File: src/rtl/seg_counter_ctrl_if.sv
// seg_counter_ctrl_if
//   Groups the button inputs and display outputs of seg_counter_ctrl.
//   master : drives the raw buttons, observes the display digits and pulses
//   slave  : the counter controller itself
// Signals:
//   i_Inc_Switch  raw increment button, active-high, asynchronous
//   i_Clr_Switch  raw clear button, active-high, asynchronous
//   o_Ones_Bcd    ones digit 0-9
//   o_Tens_Bcd    tens digit 0-9
//   o_Tens_Blank  high while the tens digit is 0
//   o_Count_Pulse one-cycle pulse per increment
//   o_Wrap_Pulse  one-cycle pulse on the 99 -> 00 increment
interface seg_counter_ctrl_if;
    logic       i_Inc_Switch;
    logic       i_Clr_Switch;
    logic [3:0] o_Ones_Bcd;
    logic [3:0] o_Tens_Bcd;
    logic       o_Tens_Blank;
    logic       o_Count_Pulse;
    logic       o_Wrap_Pulse;

    modport master (
        output i_Inc_Switch, i_Clr_Switch,
        input  o_Ones_Bcd, o_Tens_Bcd, o_Tens_Blank, o_Count_Pulse, o_Wrap_Pulse
    );

    modport slave (
        input  i_Inc_Switch, i_Clr_Switch,
        output o_Ones_Bcd, o_Tens_Bcd, o_Tens_Blank, o_Count_Pulse, o_Wrap_Pulse
    );
endinterface

File: src/rtl/seg_counter_ctrl.sv
// seg_counter_ctrl
//   Turns two raw push buttons into a two-digit BCD count (00-99): each button
//   is synchronised and debounced, increment presses are edge-detected and
//   auto-repeat while held, and the clear button forces the count to 00.
// Ports:
//   i_Clk    system clock, rising edge
//   i_Rst_L  asynchronous active-low reset
//   bus      seg_counter_ctrl_if.slave (buttons in, digits/blank/pulses out)
// Parameters:
//   DEBOUNCE_LIMIT  cycles a synchronised input must differ before it is accepted
//   REPEAT_DELAY    cycles from a press increment to the first repeat increment
//   REPEAT_PERIOD   cycles between later repeat increments

// Per-button synchroniser + debouncer.
//   i_Raw  asynchronous button level
//   o_Deb  debounced level
module seg_counter_ctrl_db #(
    parameter int DEBOUNCE_LIMIT = 250000
) (
    input  logic i_Clk,
    input  logic i_Rst_L,
    input  logic i_Raw,
    output logic o_Deb
);
    localparam int DB_W = (DEBOUNCE_LIMIT > 1) ? $clog2(DEBOUNCE_LIMIT) : 1;
    localparam logic [DB_W-1:0] DB_LAST = DB_W'(DEBOUNCE_LIMIT - 1);

    logic [1:0]      r_sync;
    logic [DB_W-1:0] r_cnt;
    logic            r_deb;

    always_ff @(posedge i_Clk or negedge i_Rst_L) begin
        if (!i_Rst_L) begin
            r_sync <= '0;
            r_cnt  <= '0;
            r_deb  <= 1'b0;
        end else begin
            r_sync <= {r_sync[0], i_Raw};
            // Any cycle where the synchronised level agrees with the accepted
            // level restarts the count, so short glitches never accumulate.
            if (r_sync[1] == r_deb) begin
                r_cnt <= '0;
            end else if (r_cnt == DB_LAST) begin
                r_deb <= ~r_deb;
                r_cnt <= '0;
            end else begin
                r_cnt <= r_cnt + 1'b1;
            end
        end
    end

    assign o_Deb = r_deb;
endmodule

module seg_counter_ctrl #(
    parameter int DEBOUNCE_LIMIT = 250000,
    parameter int REPEAT_DELAY   = 12500000,
    parameter int REPEAT_PERIOD  = 2500000
) (
    input  logic                i_Clk,
    input  logic                i_Rst_L,
    seg_counter_ctrl_if.slave   bus
);
    localparam int NUM_SW  = 2;
    localparam int SW_INC  = 0;
    localparam int SW_CLR  = 1;
    localparam int TMR_MAX = (REPEAT_DELAY > REPEAT_PERIOD) ? REPEAT_DELAY : REPEAT_PERIOD;
    localparam int TMR_W   = (TMR_MAX > 1) ? $clog2(TMR_MAX) : 1;
    localparam logic [TMR_W-1:0] DELAY_LAST  = TMR_W'(REPEAT_DELAY - 1);
    localparam logic [TMR_W-1:0] PERIOD_LAST = TMR_W'(REPEAT_PERIOD - 1);

    typedef enum logic [1:0] {
        ST_IDLE,
        ST_HOLD,
        ST_REPEAT
    } state_t;

    logic [NUM_SW-1:0] w_raw;
    logic [NUM_SW-1:0] w_deb;
    logic              w_inc_deb;
    logic              w_clr_deb;

    state_t            r_state, w_state_nxt;
    logic [TMR_W-1:0]  r_timer, w_timer_nxt;
    logic              r_inc_prev;
    logic              w_inc;
    logic [3:0]        r_ones, r_tens;
    logic              r_count_pulse, r_wrap_pulse;

    assign w_raw = {bus.i_Clr_Switch, bus.i_Inc_Switch};

    seg_counter_ctrl_db #(
        .DEBOUNCE_LIMIT(DEBOUNCE_LIMIT)
    ) u_db [NUM_SW-1:0] (
        .i_Clk  (i_Clk),
        .i_Rst_L(i_Rst_L),
        .i_Raw  (w_raw),
        .o_Deb  (w_deb)
    );

    assign w_inc_deb = w_deb[SW_INC];
    assign w_clr_deb = w_deb[SW_CLR];

    always_ff @(posedge i_Clk or negedge i_Rst_L) begin
        if (!i_Rst_L) begin
            r_state    <= ST_IDLE;
            r_timer    <= '0;
            r_inc_prev <= 1'b0;
        end else begin
            r_state    <= w_state_nxt;
            r_timer    <= w_timer_nxt;
            // Tracked even during clear, so an inc held through a clear
            // release is not seen as a fresh press.
            r_inc_prev <= w_inc_deb;
        end
    end

    always_comb begin
        w_state_nxt = r_state;
        w_timer_nxt = r_timer;
        w_inc       = 1'b0;
        if (w_clr_deb) begin
            w_state_nxt = ST_IDLE;
            w_timer_nxt = '0;
        end else begin
            case (r_state)
                ST_IDLE: begin
                    if (w_inc_deb && !r_inc_prev) begin
                        w_inc       = 1'b1;
                        w_timer_nxt = '0;
                        w_state_nxt = ST_HOLD;
                    end
                end
                ST_HOLD: begin
                    if (!w_inc_deb) begin
                        w_state_nxt = ST_IDLE;
                        w_timer_nxt = '0;
                    end else if (r_timer == DELAY_LAST) begin
                        w_inc       = 1'b1;
                        w_timer_nxt = '0;
                        w_state_nxt = ST_REPEAT;
                    end else begin
                        w_timer_nxt = r_timer + 1'b1;
                    end
                end
                ST_REPEAT: begin
                    if (!w_inc_deb) begin
                        w_state_nxt = ST_IDLE;
                        w_timer_nxt = '0;
                    end else if (r_timer == PERIOD_LAST) begin
                        w_inc       = 1'b1;
                        w_timer_nxt = '0;
                    end else begin
                        w_timer_nxt = r_timer + 1'b1;
                    end
                end
                default: begin
                    w_state_nxt = ST_IDLE;
                    w_timer_nxt = '0;
                end
            endcase
        end
    end

    // BCD digits and pulses; w_inc is already suppressed while clearing.
    always_ff @(posedge i_Clk or negedge i_Rst_L) begin
        if (!i_Rst_L) begin
            r_ones        <= '0;
            r_tens        <= '0;
            r_count_pulse <= 1'b0;
            r_wrap_pulse  <= 1'b0;
        end else begin
            r_count_pulse <= w_inc;
            r_wrap_pulse  <= w_inc && (r_ones == 4'd9) && (r_tens == 4'd9);
            if (w_clr_deb) begin
                r_ones <= '0;
                r_tens <= '0;
            end else if (w_inc) begin
                if (r_ones == 4'd9) begin
                    r_ones <= '0;
                    r_tens <= (r_tens == 4'd9) ? 4'd0 : r_tens + 4'd1;
                end else begin
                    r_ones <= r_ones + 4'd1;
                end
            end
        end
    end

    assign bus.o_Ones_Bcd    = r_ones;
    assign bus.o_Tens_Bcd    = r_tens;
    assign bus.o_Tens_Blank  = (r_tens == 4'd0);
    assign bus.o_Count_Pulse = r_count_pulse;
    assign bus.o_Wrap_Pulse  = r_wrap_pulse;
endmodule
File: src/flat_wrapper.sv
// flat-port wrapper written by rule: the top's interface ports become plain ports
module seg_counter_ctrl_flat 
#(
    parameter int DEBOUNCE_LIMIT = 250000,
    parameter int REPEAT_DELAY   = 12500000,
    parameter int REPEAT_PERIOD  = 2500000
)
  (i_Clk, i_Rst_L, bus_i_Inc_Switch, bus_i_Clr_Switch, bus_o_Ones_Bcd, bus_o_Tens_Bcd, bus_o_Tens_Blank, bus_o_Count_Pulse, bus_o_Wrap_Pulse);
  seg_counter_ctrl_if bus_i ();
  input  logic i_Clk;
  input  logic i_Rst_L;
  input wire logic [$bits(bus_i.i_Inc_Switch)-1:0] bus_i_Inc_Switch;
  input wire logic [$bits(bus_i.i_Clr_Switch)-1:0] bus_i_Clr_Switch;
  output wire logic [$bits(bus_i.o_Ones_Bcd)-1:0] bus_o_Ones_Bcd;
  output wire logic [$bits(bus_i.o_Tens_Bcd)-1:0] bus_o_Tens_Bcd;
  output wire logic [$bits(bus_i.o_Tens_Blank)-1:0] bus_o_Tens_Blank;
  output wire logic [$bits(bus_i.o_Count_Pulse)-1:0] bus_o_Count_Pulse;
  output wire logic [$bits(bus_i.o_Wrap_Pulse)-1:0] bus_o_Wrap_Pulse;
  assign bus_i.i_Inc_Switch = bus_i_Inc_Switch;
  assign bus_i.i_Clr_Switch = bus_i_Clr_Switch;
  assign bus_o_Ones_Bcd = bus_i.o_Ones_Bcd;
  assign bus_o_Tens_Bcd = bus_i.o_Tens_Bcd;
  assign bus_o_Tens_Blank = bus_i.o_Tens_Blank;
  assign bus_o_Count_Pulse = bus_i.o_Count_Pulse;
  assign bus_o_Wrap_Pulse = bus_i.o_Wrap_Pulse;
  seg_counter_ctrl #(.DEBOUNCE_LIMIT(DEBOUNCE_LIMIT), .REPEAT_DELAY(REPEAT_DELAY), .REPEAT_PERIOD(REPEAT_PERIOD)) u_core (.i_Clk(i_Clk), .i_Rst_L(i_Rst_L), .bus(bus_i));
endmodule
File: config.mk
export PLATFORM = sky130hd
export DESIGN_NAME = seg_counter_ctrl_flat
export DESIGN_NICKNAME = d
export VERILOG_FILES = /design/src/rtl/seg_counter_ctrl_if.sv /design/src/rtl/seg_counter_ctrl.sv /design/src/flat_wrapper.sv
export SDC_FILE = /design/constraint.sdc
export NUM_CORES = 1
export LEC_CHECK = 0
export BUFFER_PORTS_ARGS = -buffer_cell sky130_fd_sc_hd__buf_4
export CAP_MARGIN = 20
export CORE_ASPECT_RATIO = 0.7
export CORE_MARGIN = 3
export CORE_UTILIZATION = 40
export DETAILED_ROUTE_END_ITERATION = 12
export PLACE_DENSITY = 0.62
export SLEW_MARGIN = 20
export SYNTH_ARGS = -nofsm -noshare
export SYNTH_HDL_FRONTEND = slang
export SYNTH_SLANG_ARGS = --single-unit
File: constraint.sdc
create_clock -name i_Clk -period 6.95 [get_ports i_Clk]
set_clock_uncertainty 0.2 [all_clocks]
set_input_delay 0.695 -clock i_Clk [delete_from_list [all_inputs] [get_ports i_Clk]]
set_output_delay 0.695 -clock i_Clk [all_outputs]
set_load 0.05 [all_outputs]
==> results of run 1 <==
[sequential cells by signal, indices dropped and copies added (netlist names)]
| signal | flops |
|---|---|
| u_core.bus.o_Wrap_Pulse | 1 |
| u_core.bus.o_Tens_Bcd | 4 |
| u_core.r_inc_prev | 1 |
| u_core.r_state | 2 |
| u_core.bus.o_Count_Pulse | 1 |
| u_core.bus.o_Ones_Bcd | 4 |
| u_core.r_timer | 24 |
| u_core.u_db.r_sync | 4 |
| u_core.u_db.o_Deb | 2 |
| u_core.u_db.r_cnt | 36 |
[cells by family (layout without fill, tap and decap cells)]
family / Yosys count / in the layout
AO/OA/AOI/OAI: 64 / 64
XOR/XNOR: 39 / 39
adder cells (fa/ha/maj): 13 / 13
buffers and inverters: 26 / 46
flip-flops: 79 / 79
multiplexers: 3 / 3
AND/OR/NAND/NOR: 209 / 209
[final cells by class]
type	count	area share
Multi-Input combinational cell	328	0.438
Clock inverter	6	0.00949
Sequential cell	79	0.428
Clock buffer	10	0.0518
Timing Repair Buffer	15	0.0252
Tap cell	128	0.0347
Inverter	15	0.0122
[power breakdown]
group	total, mW	leakage, nW	switching, mW	internal [mW]
Sequential	0.467	1.09	0.00336	0.464
Clock	0.443	0.139	0.191	0.253
Combinational	0.0181	0.703	0.0139	0.00421
[cells in the final DEF, fill, tap and decap left out, types with 6 or more instances in the layout]
| cell | instances |
|---|---|
| a21oi_1 | 15 |
| a31oi_1 | 10 |
| and3_1 | 6 |
| buf_4 | 14 |
| clkbuf_16 | 9 |
| dfrtp_1 | 79 |
| ha_1 | 13 |
| inv_1 | 15 |
| nand2_1 | 43 |
| nand3_1 | 29 |
| nand4_1 | 10 |
| nor2_1 | 65 |
| nor3_1 | 6 |
| nor4_1 | 8 |
| o21ai_0 | 20 |
| xnor2_1 | 18 |
| xor2_1 | 21 |
[path summary, 6_finish.rpt]
kind,start,cells after the start,to
worst min register to register,u_core.u_db[1].r_sync[0],0,u_core.u_db[1].r_sync[1]
min in group asynchronous,i_Rst_L,1,u_core.r_timer[23]
worst min-delay path,u_core.u_db[1].r_sync[0],0,u_core.u_db[1].r_sync[1]
worst max-delay path,u_core.r_timer[0],7,u_core.bus.o_Ones_Bcd[2]
worst max register to register,u_core.r_timer[0],7,u_core.bus.o_Ones_Bcd[2]
max in group asynchronous,i_Rst_L,1,u_core.u_db[1].r_cnt[6]
[per-stage QoR]
stage / instance area (um2) / setup WS (ns)
floorplan: 4110 / 4.05
finish: 4620 / 4.45
CTS: 4610 / 4.42
global placement: 4330 / 4.52
detailed placement: 4330 / 4.43
global route: 4620 / 4.19
[metal layers]
| metal | vias up | track usage | part of all wire |
|---|---|---|---|
| met2 | 67 | 0.214 | 0.41 |
| met3 | 8 | 0.0461 | 0.054 |
| met5 | - | 0 | 0 |
| met4 | 0 | 0.0446 | 0.0064 |
| li1 | 1550 | - | - |
| met1 | 1485 | 0.238 | 0.52 |
==> out/results.txt, run 1 <==
largest family of logic cells by synthesized area: simple AND/OR/NAND/NOR gates
drt via density: 5.35
number of synthesized flops with an enable pin: 0
FP Rows: 30
GRT Total Usage: 0.157
Seq/Total Area, Yosys: 0.481
setup tns final: 0 ns
num ports: 15
Vias: 3110
CTS tree: done
Yosys top cell area share: 0.481
final std cells w/o fill: 581
number of fill cells: 937
worst vdd ir: 0.116 mV
Final Util: 0.469
Iter 0 DRT Violations: 230
Clk Latency, worst-skew pair: 0.34 ns
Yosys reg bits: 79
Synth Area per Inst: 9.49 um2
Post-Syn Nets: 450
minimum clock period: 2.50 ns
Yosys cell types: 52
antenna violations before repair: 0
post-synthesis xor/xnor area fraction: 0.0831
Power Dens Cells: 201 mW/mm2
multiplexer area fraction after synthesis: 0.00761
drc violations: 0
post-synthesis instance total: 433
GP Congestion: 0.867
final setup fails: 0
outcome: finished clean
Worst path slowest cell: or4b_1
Multi-input gate area: 0.00202 mm2
Die Y: 90.8 um
cts hold-fix bufs: 0
largest net degree at the start of global routing: 80
critical-path maximum fanout: 11
internal reg-to-reg setup slack: 4.45 ns
worst path cell trace: ha_1 -> and4_2 -> nand3_2 -> nor4b_4 -> a21oi_1 -> or4b_1 -> a21oi_1
root buffer cell: clkbuf_16
ANT cells: 0
gr ovfl total: 0
RSZ-0062 raised after global routing: no
Final Hold Vio Count: 0
WP buf/inv: 0
commonest cells in the netlist: dfrtp_1, nor2_1, nand2_1
post_cts resized: 0
layout cells sized above 1: 0.0927
CTS sink cnt: 79
# Post-CTS Setup Buffers: 0
input/output buffers: 14
Static Leakage: 1.93 nW
Placed Cells incl. Taps: 565
Worst EP arrival: 2.55 ns
Max-slew headroom: 0.495
max_cap viols: 0
Routed WL: 8.38 mm
fmax: 400 MHz
Mapped Area: 0.00411 mm2
first-pass GRT wire length: 14.7 mm
number of H-tree levels: 3
Ys Warns: 0
Seq. cell area: 0.00198 mm2
Slew @ Worst Pin: 0.755 ns
detailed placer's ending HPWL: 5.75 mm
deepest clock path buffer count: 2
Initial Utilization: 0.418
critical path's top delay family: simple AND/OR/NAND/NOR gates
crit end category: flip-flop
P&R area growth vs syn: 12.3%
Num CTS Buffers: 9
most common cell type on the critical path: a21oi_1
Hold WC Path Type: reg2reg
Final Cycle Share: 0.360
Pins Over Slew Limit: 0
Critical Path RT: 7.00 ns
1st-pass router iterations: 4
Final ANT Viol Nets: 0
count leader, synth: dfrtp_1
drt wl/cell: 14.4 um
Post-Synth Simple-Gate Area: 0.265
clock slew at reported path FFs: 0.06 ns
core area: 0.00983 mm2
hold slack: 0.149 ns
die area: 0.0115 mm2
Final #Nets: 465
crit path launch type: flip-flop
Slowest Stage Delay on Critical Path: 0.52 ns
Die Wd: 127 um
top_reg_cell synth: dfrtp_1
Area contributors post-synth: dfrtp_1, nor2_1, xor2_1
number of global-route vias before repair: 2999
total power: 929 uW
Synth Area in Compound Gates: 0.0965
Post-Synth Adder-Cell Area: 0.0396
leading area contributor after synthesis: dfrtp_1
ys async rst share: 1.00
Setup CP Type: reg2reg
No activity file was read; power rests on OpenSTA's default activity.
==> run 2, diff against run 1 <==
Clock period 6.95 ns to 2.6 ns, I/O delays scaled along.
==> run 2 against run 1 <==
Critical path depth up 1. Cell count up 1.9%. Wire length up 2.2%. Final area up 2.3%. Sequential power rose to 2.7 times the previous value. Die area unchanged. Worst hold slack better by 0.0030 ns. Clock power rose to 2.8 times the previous value. Total power rose to 2.7 times the previous value. Sequential share of layout area down 0.96 points. First-iteration DRC count down 7.0%. Combinational power rose to 2.9 times the previous value. Critical endpoint is now u_core.bus.o_Ones_Bcd[1]. Highest routed layer unchanged.
==> out/results.txt, run 2 (same netlist as run 1, synthesis figures left out) <==
clock power share: 0.488 (was 0.477)
Die Wd: 127 um (unchanged)
outcome: finished clean (unchanged)
setup tns final: 0 ns (unchanged)
final setup fails: 0 (unchanged)
Hold WC Path Type: reg2reg (unchanged)
detailed placer's ending HPWL: 5.87 mm (was 5.75 mm)
Num CTS Buffers: 9 (unchanged)
Slew @ Worst Pin: 0.828 ns (was 0.755 ns)
Comb pwr share: 0.021 (was 0.020)
fin area: 0.00472 mm2 (was 0.00462 mm2)
crit end category: flip-flop (unchanged)
num ports: 15 (unchanged)
Max-slew headroom: 0.446 (was 0.495)
DP Area: 0.00439 mm2 (was 0.00433 mm2)
die area: 0.0115 mm2 (unchanged)
Routed WL: 8.56 mm (was 8.38 mm)
Power Dens Cells: 539 mW/mm2 (was 201 mW/mm2)
first-pass GRT wire length: 14.8 mm (was 14.7 mm)
most frequent cells in the layout: dfrtp_1, nor2_1, nand2_1 (unchanged)
Critical Path RT: 2.66 ns (was 7.00 ns)
P_int: 2.02 mW (was 721 uW)
layout cells sized above 1: 0.106 (was 0.0927)
antenna violations before repair: 0 (unchanged)
GP Congestion: 0.835 (was 0.867)
worst vdd ir: 0.283 mV (was 0.116 mV)
Sw Pwr: 520 uW (was 208 uW)
largest net degree at the start of global routing: 80 (unchanged)
gr ovfl total: 0 (unchanged)
Static Leakage: 1.99 nW (was 1.93 nW)
number of global-route vias before repair: 3014 (was 2999)
biggest registers after layout: u_core.u_db.r_cnt: 36 flops, u_core.r_timer: 24 flops (unchanged)
switching share of total power: 0.204 (was 0.224)
1st-pass router iterations: 4 (unchanged)
Final Cycle Share: 0.935 (was 0.360)
drt wl/cell: 14.5 um (was 14.4 um)
R2R depth: 8 (was 7)
Pins Over Slew Limit: 0 (unchanged)
minimum clock period: 2.43 ns (was 2.50 ns)
Vias: 3193 (was 3110)
deepest clock path buffer count: 2 (unchanged)
CTS sink cnt: 79 (unchanged)
Final #Nets: 476 (was 465)
Die Y: 90.8 um (unchanged)
root buffer cell: clkbuf_16 (unchanged)
Top reg by flops: u_core.u_db.r_cnt (unchanged)
final std cells w/o fill: 592 (was 581)
clock slew at reported path FFs: 0.06 ns (about the same)
Initial Utilization: 0.418 (unchanged)
Final Hold Vio Count: 0 (unchanged)
Setup CP Type: reg2reg (unchanged)
Seq pwr share: 0.491 (was 0.503)
max_cap viols: 0 (unchanged)
core area: 0.00983 mm2 (unchanged)
commonest non-fill, non-tap cell in the layout: dfrtp_1 (unchanged)
GRT Total Usage: 0.159 (was 0.157)
number of H-tree levels: 3 (unchanged)
Hold Crit Depth: 0 (unchanged)
Iter 0 DRT Violations: 214 (was 230)
Worst EP arrival: 2.49 ns (was 2.55 ns)
P&R area growth vs syn: 14.9% (was 12.3%)
CTS tree: done (unchanged)
Placed Cells incl. Taps: 573 (was 565)
fmax: 411 MHz (was 400 MHz)
drt via density: 5.39 (was 5.35)
drc violations: 0 (unchanged)
Clk Latency, worst-skew pair: 0.33 ns (was 0.34 ns)
FP Rows: 30 (unchanged)
crit path launch type: flip-flop (unchanged)
input/output buffers: 14 (unchanged)
# Post-CTS Setup Buffers: 0 (unchanged)
critical-path maximum fanout: 8 (was 11)
ANT cells: 0 (unchanged)
RSZ-0062 raised after global routing: yes (was no)
Final ANT Viol Nets: 0 (unchanged)
Largest register FFs: 36 (unchanged)
==> run 2: timing repair <==
item	CTS	global route
setup endpoints to repair	0	3
hold endpoints to repair	81	0
resized for setup	0	2
hold buffers	3	0
==> run 2: final cells by class <==
type | instances | area [um2]
multi-input combinational | 328 | 2030
timing repair buffer | 26 | 206
fill | 905 | 5110
sequential | 79 | 1980
inverter | 15 | 56.3
clock inverter | 3 | 42.5
clock buffer | 13 | 250
tap | 128 | 160
==> run 2: critical path, cell delays in order, from the launching register on <==
cell,delay (ns)
dfrtp_1,0.39
ha_1,0.22
and4_2,0.28
nand3_2,0.16
nor4b_4,0.29
a21oi_2,0.15
buf_4,0.19
or3_1,0.34
a21oi_1,0.14
==> run 2: layer usage <==
layer,track usage,part of all wire,wire [um],vias up
met2,0.218,0.43,3660,58
met1,0.240,0.51,4380,1550
li1,-,-,-,1577
met4,0.0357,0.0058,50,0
met5,0,0,0,-
met3,0.0532,0.055,470,8
==> run 2: worst paths after layout <==
kind	start	endpoint	slack [ns]
worst max-delay path	u_core.r_timer[1]	u_core.bus.o_Ones_Bcd[1]	0.17
max in group asynchronous	i_Rst_L	u_core.u_db[1].r_cnt[8]	1.38
min in group asynchronous	i_Rst_L	u_core.r_timer[23]	0.33
worst max register to register	u_core.r_timer[1]	u_core.bus.o_Ones_Bcd[1]	0.17
worst min-delay path	u_core.u_db[1].r_sync[0]	u_core.u_db[1].r_sync[1]	0.15
worst min register to register	u_core.u_db[1].r_sync[0]	u_core.u_db[1].r_sync[1]	0.15
==> run 2: power by group through the flow <==
stage               Clock [mW]  Combinational [mW]  Sequential, mW
floorplan                    0              0.0190            1.27
global route              1.33              0.0631            1.25
global placement             0              0.0507            1.27
CTS                       1.28              0.0558            1.25
detailed placement           0              0.0523            1.27
finish                    1.24              0.0533            1.25
==> run 2: metrics by stage <==
| step | total power [mW] | utilization | setup WS [ns] | hold slack (ns) |
|---|---|---|---|---|
| 2_1_floorplan | 1.29 | - | 0.133 | -0.236 |
| 4_1_cts | 2.58 | 0.479 | 0.111 | 0.154 |
| 6_report | 2.55 | 0.480 | 0.168 | 0.152 |
| 5_1_grt | 2.64 | 0.480 | -0.0292 | 0.167 |
| 3_5_place_dp | 1.32 | 0.446 | 0.132 | 0.141 |
| 3_3_place_gp | 1.32 | 0.446 | 0.187 | 0.139 |
==> run 3, diff against run 2 <==
Settings changed: CORE_UTILIZATION 40 to 60, PLACE_DENSITY 0.62 to 0.84.
==> run 3 against run 2 <==
Die area is 32% lower. Core utilization increased by 24 points. Wire length is 7.5% higher. Sequential power barely moved. Global-route usage is 7.9 points higher. Register-to-register slack got worse by 0.10 ns. First-iteration DRC count rose by 60%. Critical path type unchanged.
==> out/results.txt, run 3 (same netlist as run 1, synthesis figures left out) <==
outcome: finished clean (unchanged)
1st-pass router iterations: 5 (was 4)
number of H-tree levels: 3 (unchanged)
setup tns final: 0 ns (unchanged)
internal reg-to-reg setup slack: 0.07 ns (was 0.17 ns)
Worst path slowest cell: dfrtp_1 (unchanged)
Pins Over Slew Limit: 0 (unchanged)
crit path launch type: flip-flop (unchanged)
number of global-route vias before repair: 3171 (was 3014)
Worst EP arrival: 2.55 ns (was 2.49 ns)
Setup CP Type: reg2reg (unchanged)
Multi-input gate area: 0.00210 mm2 (was 0.00203 mm2)
most frequent cells in the layout: dfrtp_1, nor2_1, nand2_1 (unchanged)
final std cells w/o fill: 557 (was 592)
Top reg by flops: u_core.u_db.r_cnt (unchanged)
Seq. cell area: 0.00198 mm2 (unchanged)
Iter 0 DRT Violations: 343 (was 214)
num ports: 15 (unchanged)
ANT cells: 0 (unchanged)
CTS sink cnt: 79 (unchanged)
Setup WS pre-CTS: 0.0259 ns (was 0.132 ns)
Placed Cells incl. Taps: 536 (was 573)
Worst path depth: 6 (was 8)
Final ANT Viol Nets: 0 (unchanged)
first-pass GRT wire length: 15.0 mm (was 14.8 mm)
worst setup path end: u_core.r_timer[9] (was u_core.bus.o_Ones_Bcd[1])
final worst slack: 0.0665 ns (was 0.168 ns)
Slowest Stage Delay on Critical Path: 0.53 ns (was 0.39 ns)
Clk Latency, worst-skew pair: 0.35 ns (was 0.33 ns)
max_cap viols: 0 (unchanged)
number of fill cells: 469 (was 905)
Final Cycle Share: 0.974 (was 0.935)
FP Rows: 24 (was 30)
Die Y: 75.3 um (was 90.8 um)
root buffer cell: clkbuf_8 (was clkbuf_16)
worst r2r dst: u_core.r_timer[9] (was u_core.bus.o_Ones_Bcd[1])
Final Hold Vio Count: 0 (unchanged)
CTS tree: done (unchanged)
GP Congestion: 0.892 (was 0.835)
final setup fails: 0 (unchanged)
Hold WC Path Type: reg2reg (unchanged)
die area: 0.00790 mm2 (was 0.0115 mm2)
Num CTS Buffers: 9 (unchanged)
antenna violations before repair: 0 (unchanged)
drt via density: 6.03 (was 5.39)
Critical Path RT: 2.62 ns (was 2.66 ns)
P&R area growth vs syn: 12.9% (was 14.9%)
drt wl/cell: 16.5 um (was 14.5 um)
input/output buffers: 14 (unchanged)
critical path's top delay family: simple AND/OR/NAND/NOR gates (unchanged)
Max-slew headroom: 0.466 (was 0.446)
R2R depth: 6 (was 8)
biggest registers after layout: u_core.u_db.r_cnt: 36 flops, u_core.r_timer: 24 flops (unchanged)
worst vdd ir: 0.344 mV (was 0.283 mV)
Vias: 3361 (was 3193)
Slew @ Worst Pin: 0.799 ns (was 0.828 ns)
detailed placer's ending HPWL: 6.12 mm (was 5.87 mm)
Static Leakage: 1.95 nW (was 1.99 nW)
Routed WL: 9.20 mm (was 8.56 mm)
deepest clock path buffer count: 2 (unchanged)
Power Dens Cells: 450 mW/mm2 (was 539 mW/mm2)
fin area: 0.00464 mm2 (was 0.00472 mm2)
WP buf/inv: 0 (was 1)
fmax: 395 MHz (was 411 MHz)
crit end category: flip-flop (unchanged)
Die Wd: 105 um (was 127 um)
commonest non-fill, non-tap cell in the layout: dfrtp_1 (unchanged)
core area: 0.00643 mm2 (was 0.00983 mm2)
critical-path maximum fanout: 15 (was 8)
clock slew at reported path FFs: 0.08 ns (was 0.06 ns)
Largest register FFs: 36 (unchanged)
GRT Total Usage: 0.238 (was 0.159)
CP startpoint: u_core.r_timer[12] (was u_core.r_timer[1])
FF-to-FF Start: u_core.r_timer[12] (was u_core.r_timer[1])
Final #Nets: 478 (was 476)
worst path cell trace: nand4_1 -> nand3b_1 -> o211ai_1 -> nand2_2 -> a41oi_1 -> a31oi_1 (was ha_1 -> and4_2 -> nand3_2 -> nor4b_4 -> a21oi_2 -> buf_4 -> or3_1 -> a21oi_1)
RSZ-0062 raised after global routing: yes (unchanged)
gr ovfl total: 0 (unchanged)
largest net degree at the start of global routing: 45 (was 80)
Initial Utilization: 0.640 (was 0.418)
drc violations: 0 (unchanged)
DP Area: 0.00436 mm2 (was 0.00439 mm2)
total power: 2.09 mW (was 2.55 mW)
layout cells sized above 1: 0.127 (was 0.106)
minimum clock period: 2.53 ns (was 2.43 ns)
## run 3: how the worst min path moves through the flow
stage | cells after the start | startpoint | slack (ns) | to
finish | 0 | u_core.u_db[1].r_sync[0] | 0.18 | u_core.u_db[1].r_sync[1]
floorplan | 0 | i_Rst_L | -0.24 | u_core.bus.o_Count_Pulse
detailed placement | 1 | i_Rst_L | 0.1 | u_core.r_timer[21]
global placement | 1 | i_Rst_L | 0.09 | u_core.r_timer[21]
global route | 0 | u_core.u_db[1].r_sync[0] | 0.19 | u_core.u_db[1].r_sync[1]
CTS | 0 | u_core.u_db[1].r_sync[0] | 0.18 | u_core.u_db[1].r_sync[1]
## run 3: stage by stage
stage,utilization,hold WS (ns)
after floorplan,-,-0.236
after global placement,0.678,0.0934
after detailed placement,0.678,0.100
after CTS,0.708,0.180
after global routing,0.722,0.187
final,0.722,0.175
## run 3: report_power, final
part	switching, mW	internal, mW
logic	0.0393	0.0177
clock network	0.446	0.337
registers	0.00941	1.24
total	0.494	1.59
## run 3: worst register-to-register path, stage by stage (launching register included)
cell	delay (ns)
dfrtp_1	0.53
nand4_1	0.29
nand3b_1	0.37
o211ai_1	0.39
nand2_2	0.27
a41oi_1	0.30
a31oi_1	0.06
## run 3: final cells by class
cell class	count	area share
clock buffer	9	0.0267
clock inverter	7	0.00863
inverter	15	0.0121
multi-input combinational	328	0.452
sequential	79	0.426
tap	91	0.0245
timing repair buffer	28	0.0496
## run 3: repair_timing
item	CTS	global route
endpoints found under the hold margin	45	0
buffers inserted	0	2
setup endpoints to repair	0	24
gates resized for setup	0	16
hold buffers	3	0
## run 3: routing by layer
layer | global-route usage | share of wire | vias up
met5 | 0 | 0 | -
met1 | 0.339 | 0.45 | 1605
met3 | 0.0548 | 0.076 | 21
li1 | - | - | 1576
met4 | 0.0728 | 0.013 | 0
met2 | 0.369 | 0.46 | 159
